## config.mk

```make
export PLATFORM = sky130hd
export DESIGN_NAME = fetch_queue_unit
export DESIGN_NICKNAME = d
export VERILOG_FILES = /design/src/rtl/fetch_queue_unit.sv
export SDC_FILE = /design/constraint.sdc
export NUM_CORES = 1
export LEC_CHECK = 0
export ABC_CLOCK_PERIOD_IN_PS = 5000
export CORE_MARGIN = 1.5
export CORE_UTILIZATION = 45
export DETAILED_ROUTE_END_ITERATION = 10
export PLACE_DENSITY = 0.73
export SLEW_MARGIN = 20
export SYNTH_ARGS = -nofsm -noshare
export SYNTH_HDL_FRONTEND = slang
export SYNTH_SLANG_ARGS = --single-unit
```

## constraint.sdc

```tcl
create_clock -name clock -period 5 [get_ports clock]
set_input_delay 0.75 -clock clock [delete_from_list [all_inputs] [get_ports clock]]
set_output_delay 0.75 -clock clock [all_outputs]
set_load 0.01 [all_outputs]
```

## src/rtl/fetch_queue_unit.sv

```systemverilog
`default_nettype none
// ============================================================================
// fetch_queue_unit : prefetching instruction fetch stage with redirect flush.
// Optional FETCH_PERF_CNT_EN adds stall/flush performance counters. Rev 1.0
// ============================================================================
module fetch_queue_unit #(
    parameter int          ADDR_W   = 64,
    parameter int          INSTR_W  = 32,
    parameter int          DEPTH    = 4,
    parameter logic [63:0] RESET_PC = 64'd0,
    parameter int          PC_STEP  = 4
) (
    input  logic               clock,
    input  logic               reset,
    input  logic               redirect,
    input  logic [ADDR_W-1:0]  redirect_pc,
    output logic               imem_req,
    output logic [ADDR_W-1:0]  imem_addr,
    input  logic               imem_gnt,
    input  logic               imem_rvalid,
    input  logic [INSTR_W-1:0] imem_rdata,
    output logic               instr_valid,
    output logic [INSTR_W-1:0] instr_out,
    output logic [ADDR_W-1:0]  pc_out,
    output logic [ADDR_W-1:0]  pc_inc_out,
    input  logic               dec_ready,
    output logic               flushing
`ifdef FETCH_PERF_CNT_EN
    ,
    output logic [31:0]        perf_stall_cnt,
    output logic [31:0]        perf_flush_cnt
`endif
);

    localparam int c_ptr_w  = $clog2(DEPTH);
    localparam int c_cnt_w  = c_ptr_w + 1;
    localparam int c_drop_w = 16;
    localparam logic [c_cnt_w:0] c_depth = (c_cnt_w + 1)'(DEPTH);

    logic [INSTR_W-1:0]  r_q_instr [DEPTH];
    logic [ADDR_W-1:0]   r_q_pc    [DEPTH];
    logic [ADDR_W-1:0]   r_a_pc    [DEPTH];
    logic [c_ptr_w-1:0]  r_q_wr, r_q_rd, r_a_wr, r_a_rd;
    logic [c_cnt_w-1:0]  r_count, r_outstanding;
    logic [c_drop_w-1:0] r_drop;
    logic [ADDR_W-1:0]   r_fetch_pc;

    logic [c_cnt_w:0]    w_inflight;
    logic                w_grant, w_drop_active, w_accept, w_push, w_pop;
    logic [c_drop_w-1:0] w_stale, w_drop_redirect;

    assign w_inflight    = {1'b0, r_count} + {1'b0, r_outstanding};
    // reset gates the request so nothing is issued while held in reset
    assign imem_req      = reset && !redirect && (w_inflight < c_depth);
    assign imem_addr     = r_fetch_pc;
    assign w_grant       = imem_req && imem_gnt;
    assign w_drop_active = (r_drop != '0);
    assign w_accept      = imem_rvalid && !w_drop_active && (r_outstanding != '0);
    assign w_push        = w_accept && !redirect;
    assign w_pop         = instr_valid && dec_ready && !redirect;

    // every response still owed by memory becomes stale; one may land this cycle
    assign w_stale         = r_drop + c_drop_w'(r_outstanding);
    assign w_drop_redirect = w_stale - c_drop_w'(imem_rvalid && (w_stale != '0));

    assign instr_valid = (r_count != '0);
    assign instr_out   = r_q_instr[r_q_rd];
    assign pc_out      = r_q_pc[r_q_rd];
    assign pc_inc_out  = pc_out + ADDR_W'(PC_STEP);
    assign flushing    = w_drop_active;

    always_ff @(posedge clock or negedge reset) begin
        if (!reset) begin
            r_fetch_pc    <= ADDR_W'(RESET_PC);
            r_q_wr        <= '0;
            r_q_rd        <= '0;
            r_a_wr        <= '0;
            r_a_rd        <= '0;
            r_count       <= '0;
            r_outstanding <= '0;
            r_drop        <= '0;
            for (int i = 0; i < DEPTH; i++) begin
                r_q_instr[i] <= '0;
                r_q_pc[i]    <= '0;
                r_a_pc[i]    <= '0;
            end
        end else if (redirect) begin
            r_fetch_pc    <= {redirect_pc[ADDR_W-1:2], 2'b00};
            r_q_wr        <= '0;
            r_q_rd        <= '0;
            r_a_wr        <= '0;
            r_a_rd        <= '0;
            r_count       <= '0;
            r_outstanding <= '0;
            r_drop        <= w_drop_redirect;
        end else begin
            if (w_grant) begin
                r_fetch_pc     <= r_fetch_pc + ADDR_W'(PC_STEP);
                r_a_pc[r_a_wr] <= r_fetch_pc;
                r_a_wr         <= r_a_wr + 1'b1;
            end
            if (w_accept) begin
                r_a_rd <= r_a_rd + 1'b1;
            end
            if (w_push) begin
                r_q_instr[r_q_wr] <= imem_rdata;
                r_q_pc[r_q_wr]    <= r_a_pc[r_a_rd];
                r_q_wr            <= r_q_wr + 1'b1;
            end
            if (w_pop) begin
                r_q_rd <= r_q_rd + 1'b1;
            end
            r_count       <= r_count + c_cnt_w'(w_push) - c_cnt_w'(w_pop);
            r_outstanding <= r_outstanding + c_cnt_w'(w_grant) - c_cnt_w'(w_accept);
            if (imem_rvalid && w_drop_active) begin
                r_drop <= r_drop - c_drop_w'(1);
            end
        end
    end

`ifdef FETCH_PERF_CNT_EN
    always_ff @(posedge clock or negedge reset) begin
        if (!reset) begin
            perf_stall_cnt <= '0;
            perf_flush_cnt <= '0;
        end else begin
            if (instr_valid && !dec_ready && (perf_stall_cnt != '1)) begin
                perf_stall_cnt <= perf_stall_cnt + 32'd1;
            end
            if (redirect && (perf_flush_cnt != '1)) begin
                perf_flush_cnt <= perf_flush_cnt + 32'd1;
            end
        end
    end
`endif

endmodule
`default_nettype wire

```

# After elaboration in Yosys (flattened, before gate mapping)
# Cells that the tools add are included.
[totals]
reg_bits = 734
latchBits = 0
mem_bits_rw = 0
romBits = 0
out_inout_bits = 227
wordCells = 103
memories = 0
[classes]
addsub = 14
multipliers = 0
div = 0
order_cmp = 7
n_eq_ne = 0
shifts = 0
n_mux = 32
n_bitwise = 5
reduce_logical = 25
[ops]
columns = ["op", "count"]
rows = [
  ["bitwise mux 256 bit", 2],
  ["two-way mux 64 bit", 8],
  ["binary-select mux 64 bit (select 2 bit)", 2],
  ["demux 64 bit (select 2 bit)", 2],
  ["adder 64 x 3 -> 64 bit, second input constant", 2],
  ["bitwise mux 128 bit", 1],
  ["two-way mux 32 bit", 3],
  ["binary-select mux 32 bit (select 2 bit)", 1],
  ["demux 32 bit (select 2 bit)", 1],
  ["two-way mux 16 bit", 2],
  ["nonzero test 16 bit", 2],
  ["adder 16 x 3 -> 16 bit", 1],
  ["two-way mux 2 bit", 8],
  ["subtractor 16 x 1 -> 16 bit", 1],
  ["subtractor 16 x 1 -> 16 bit, second input constant", 1],
  ["greater-or-equal comparator 3 bit, second input constant", 4],
  ["logical AND 1 bit", 12],
  ["inverter 2 -> 3 bit", 4],
  ["nonzero test 2 bit", 5],
  ["adder 2 x 1 -> 2 bit, second input constant", 4],
  ["adder 3 x 1 -> 3 bit", 2],
  ["less-than comparator 3 x 1 -> 1 bit, second input constant", 2],
  ["two-way mux 3 bit", 2],
  ["nonzero test 3 bit", 2],
  ["other kinds (6)", 9],
]

# Depth between registers and ports, before layout
[depth]
ltp_word = 8
ltp_mapped = 18
depth_no_buf = 18

# Worst setup path before layout
# No wires, ideal clock.
[synth_timing]
path_kind = "reg2reg"
start = "register r_outstanding[0]"
end = "register r_drop[14]"
arrival_time_ns = 3.741
required_time_ns = 4.863
slack_ns = 1.122
path_stages_with_launch = 17
synth_period_minus_slack_ns = 3.878
path_cell_list = "dfrtp_1 ha_1 inv_1 fa_1 nor2b_1 nor2_1 nor4_1 a31oi_1 o41a_1 ha_1 ha_1 nand2_1 a21oi_1 nand4_1 mux2i_1 xnor2_1 a21oi_1"
[synth_between]
elab_chain_cells = 5
[synth_rtl]
columns = ["item", "line_no", "rtl"]
rows = [
  ["from (decl)", "44", "logic [c_cnt_w-1:0] r_count, r_outstanding;"],
  ["from (signal assigned)", "114", "r_outstanding <= r_outstanding + c_cnt_w'(w_grant) - c_cnt_w'(w_accept);"],
  ["adder 16 x 3 -> 16 bit (*)", "63", "assign w_stale = r_drop + c_drop_w'(r_outstanding);"],
  ["nonzero test 16 bit", "64", "assign w_drop_redirect = w_stale - c_drop_w'(imem_rvalid && (w_stale != '0));"],
  ["logical AND 1 bit", "64", ""],
  ["subtractor 16 x 1 -> 16 bit (*)", "64", ""],
  ["two-way mux 16 bit (*)", "87", "end else if (redirect) begin"],
  ["to (signal assigned)", "95", "r_drop <= w_drop_redirect;"],
  ["to (signal assigned)", "116", "r_drop <= r_drop - c_drop_w'(1);"],
  ["to (decl)", "45", "logic [c_drop_w-1:0] r_drop;"],
]
# Every way passes the cells marked *; elsewhere a longest branch is shown, timed or not.
# A chain may end at the register's enable or synchronous reset.

# Worst setup path in the final report
[layout_timing]
start = "register r_q_rd[0]"
end = "output pc_inc_out[59]"
[layout_between]
elab_chain_cells = 5
[layout_rtl]
columns = ["item", "line_no", "rtl"]
rows = [
  ["from (decl)", "43", "logic [c_ptr_w-1:0] r_q_wr, r_q_rd, r_a_wr, r_a_rd;"],
  ["from (signal assigned)", "111", "r_q_rd <= r_q_rd + 1'b1;"],
  ["inverter 2 -> 3 bit (not written as such)", "68", "assign pc_out = r_q_pc[r_q_rd];"],
  ["binary-select mux 64 bit (select 2 bit)", "68", ""],
  ["two-way mux 64 bit (not written as such) (2 in a row)", "68", ""],
  ["adder 64 x 3 -> 64 bit", "69", "assign pc_inc_out = pc_out + ADDR_W'(PC_STEP);"],
  ["to (decl)", "25", "output logic [ADDR_W-1:0] pc_inc_out,"],
]
# Every way passes these cells. The select of a mux whose other input is x is not followed.

==> summary.txt <==
STA
  • Final Skew: 19.7 ps
  • Tmin final: 4940 ps
  • Setup TNS: 0 ps
  • Achievable Freq: 0.202 GHz
  • Final Cycle Share: 98.8%
  • Final setup fails: 0
  • Slew HR: 23.3%
  • Worst-margin pin slew: 1150 ps
  • Final Max Slew Viols: 0
  • Post-route worst setup slack: 59.5 ps
  • Final hold viol count: 0

Routing
  • Detailed Routing Iterations Pass 1: 5
  • DR vias/cell: 5.78
  • Drt wl/cell: 22.7 µm
  • DRT Wirelength: 87.3 mm
  • Iteration-0 DRC Markers: 1476
  • Final antenna-violating net count: 0
  • Drt drc: 0
  • Via Count: 22284

Global route
  • GRT Overall Usage: 22.3%
  • GRT Residual Overflow: 0
  • Largest net degree at the start of global routing: 186
  • First-pass GRT wire length: 136 mm
  • Number of global-route vias before repair: 23508
  • Initial antenna violation count: 4

Die
  • Full die area: 78400 µm²
  • Row count: 101
  • Chip Height: 280 µm
  • Core box area: 75900 µm²
  • # IOs: 329
  • Die W: 280 µm
  • Initial Utilization: 45.5%

Yosys
  • Post-synth top flop: dfrtp_1
  • Cell Area, Synth: 34500 µm²
  • Synthesis Warnings: 0
  • Syn_area_per_cell: 13.8 µm²
  • EDFF count, synth: 0
  • Sequential element share of the synthesized area: 51.9%
  • Number of synthesized register bits: 716
  • Synth unique cells: 78
  • Async SR Flop Fraction: 100%
  • Synthesized instance count: 2503

Power and ir drop
  • LEAKAGE: 18.6 nW
  • Peak supply drop: 0.000213 V
  • Pwr dens: 379 nW/µm²

Critical path
  • Slowest CP cell: dfrtp_4
  • Worst EP arrival: 4190 ps
  • CP max FO: 11
  • CP Class: flip-flop to output pin
  • CP startpoint kind: flip-flop
  • Worst Setup End Kind: output pin
  • Worst path cell trace: buf_16, buf_4, mux4_2, and4_1, and4_2, nand4_1, or3_4, nor2_2, xor2_1, clkdlybuf4s50_1
  • Max incr delay on CP: 590 ps
  • Critical path required time: 4250 ps

Flow run
  • Max cap viols: 0

Placement
  • Area of placed instances: 38400 µm²
  • IO buf count: 320
  • Routability cong.: 0.851
  • Detail Placement HPWL: 59.0 mm
  • Setup WS pre-CTS: 413 ps
  • Cell Count Post-Placement: 3713

CTS
  • Clk_lat worst skew: 600 ps
  • CTS Buf Count: 76
  • CTS sink count: 716
  • CTS max path bufs: 3
  • CTS Root Cell: clkbuf_16
  • H-tree levels: 3
  • Clock transition at path regs: 60 ps
  • CTS tree: yes

Cells and area
  • Share of layout cells above drive strength 1: 33.3%
  • Area Overhead vs Synth: 18.4%
  • Commonest cells after routing, fill and taps aside: 712 x dfrtp_1, 581 x mux2_2, 316 x clkdlybuf4s50_1
  • Layout Nets: 2893
  • Post-route cell area: 40900 µm²
  • Post-Layout Cell Count: 3855
  • Commonest non-fill, non-tap cell in the layout: dfrtp_1

Status
  • Status: complete, no violations

Hold path
  • HP Class: input pin to asynchronous set/reset pin
## routing by layer
| metal | share of wire, % | wire length [µm] | track usage (%) | vias to the layer above |
|---|---|---|---|---|
| met2 | 49 | 42600 | 36.5 | 616 |
| li1 | - | - | - | 9735 |
| met4 | 2.5 | 2190 | 6.71 | 0 |
| met1 | 44 | 38800 | 30.9 | 11796 |
| met3 | 4.2 | 3710 | 3.10 | 137 |
| met5 | 0 | 0 | 0 | - |
## final cells by class
| cell class | instances | area (µm²) |
|---|---|---|
| tap | 1030 | 1290 |
| fill | 6129 | 35000 |
| clock buffer | 119 | 2300 |
| sequential | 716 | 17900 |
| clock inverter | 15 | 139 |
| inverter | 32 | 120 |
| multi-input combinational | 1575 | 15500 |
| antenna | 3 | 7.51 |
| timing repair buffer | 365 | 3640 |
## power by group
part           internal, mW  switching (mW)
clock                  3.21            2.24
sequential             6.56           0.674
combinational          1.40            1.41
## timing repair
action                                  4_1_cts  5_1_grt
pin swaps                                     0        1
setup buffers                                 1        4
hold endpoints to repair                      0        0
hold buffers                                  0        0
gates resized for setup                       1        8
endpoints found under the setup margin       18       20
## worst max-delay path: cells and delay by family (launching register included)
family,cells,cell delay [ps]
flip-flops,1,590
AND/OR/NAND/NOR,5,1450
XOR/XNOR,1,150
buffers and inverters,3,970
multiplexers,1,420
## logic make-up (layout without fill, tap and decap cells)
| group | after synthesis | count (layout) | share of synthesized area, % |
|---|---|---|---|
| compound gates | 191 | 191 | 3.48 |
| xor+xnor | 101 | 101 | 2.58 |
| fa+ha+maj | 25 | 25 | 0.971 |
| buf+inv | 217 | 531 | 3.46 |
| flops | 716 | 716 | 51.9 |
| mux | 770 | 770 | 30.3 |
| other cells | 1 | 9 | 0.0109 |
| simple gates | 482 | 482 | 7.37 |
## Yosys cell counts, drive strengths merged, types with 2 or more instances
cell      n  area, µm²
nand4b    2       17.5
nand2   141        537
or3      14       87.6
a211oi    2       15.0
nor2b    11       68.8
mux4    156       3540
nor4b     2       17.5
mux2    608       6850
fa        3       60.1
or2       4       25.0
a22oi     3       22.5
nand3b    5       37.5
dfrtp   716      17900
o31ai     2       15.0
buf      80        679
mux2i     6       60.1
xnor2    66        586
nand3    72        375
clkbuf  105        397
ha       22        275
a21o      4       30.0
a21oi    37        185
and4     13        114
nand4    39        259
nor4     17        106
o211ai   11       82.6
o311ai    7       61.3
nand2b    4       32.5
and2     26        169
a221o    17        170
nor3     22        136
nor2     74        303
nor3b     7       52.6
o21ai    80        400
and3     25        173
xor2     35        307
a31oi    14       87.6
inv      32        120
## path summary, 6_finish.rpt
| kind | startpoint | end | slack (ps) | cells past startpoint |
|---|---|---|---|---|
| min in group clock | r_a_pc[248]$_DFFE_PN0P_ | r_a_pc[248]$_DFFE_PN0P_ | 480 | 2 |
| worst max-delay path | r_q_rd[0]$_DFFE_PN0P_ | pc_inc_out[59] | 60 | 10 |
| worst min-delay path | reset | r_q_pc[59]$_DFFE_PN0P_ | 50 | 1 |
| max in group asynchronous | reset | r_a_pc[216]$_DFFE_PN0P_ | 2850 | 3 |
| worst max register to register | r_outstanding[0]$_DFF_PN0_ | r_drop[14]$_DFFE_PN0P_ | 530 | 18 |
| worst min register to register | r_a_pc[248]$_DFFE_PN0P_ | r_a_pc[248]$_DFFE_PN0P_ | 480 | 2 |
## registers in the layout (all words and copies together) (netlist names)
register,cells
r_a_rd,2
r_count,3
imem_addr,62
r_a_wr,2
r_q_rd,2
r_a_pc,248
r_drop,16
r_q_instr,128
r_q_wr,2
r_q_pc,248
r_outstanding,3
## metrics by stage
stage	hold WS [ps]	util [%]	power, mW
finish	50.7	53.9	15.5
floorplan	445	-	8.97
CTS	19.6	53.8	15.6
global route	37.7	53.9	16.2
detailed placement	470	50.6	10.1
global placement	456	50.6	9.84
Power figures use the tool's default switching activity.
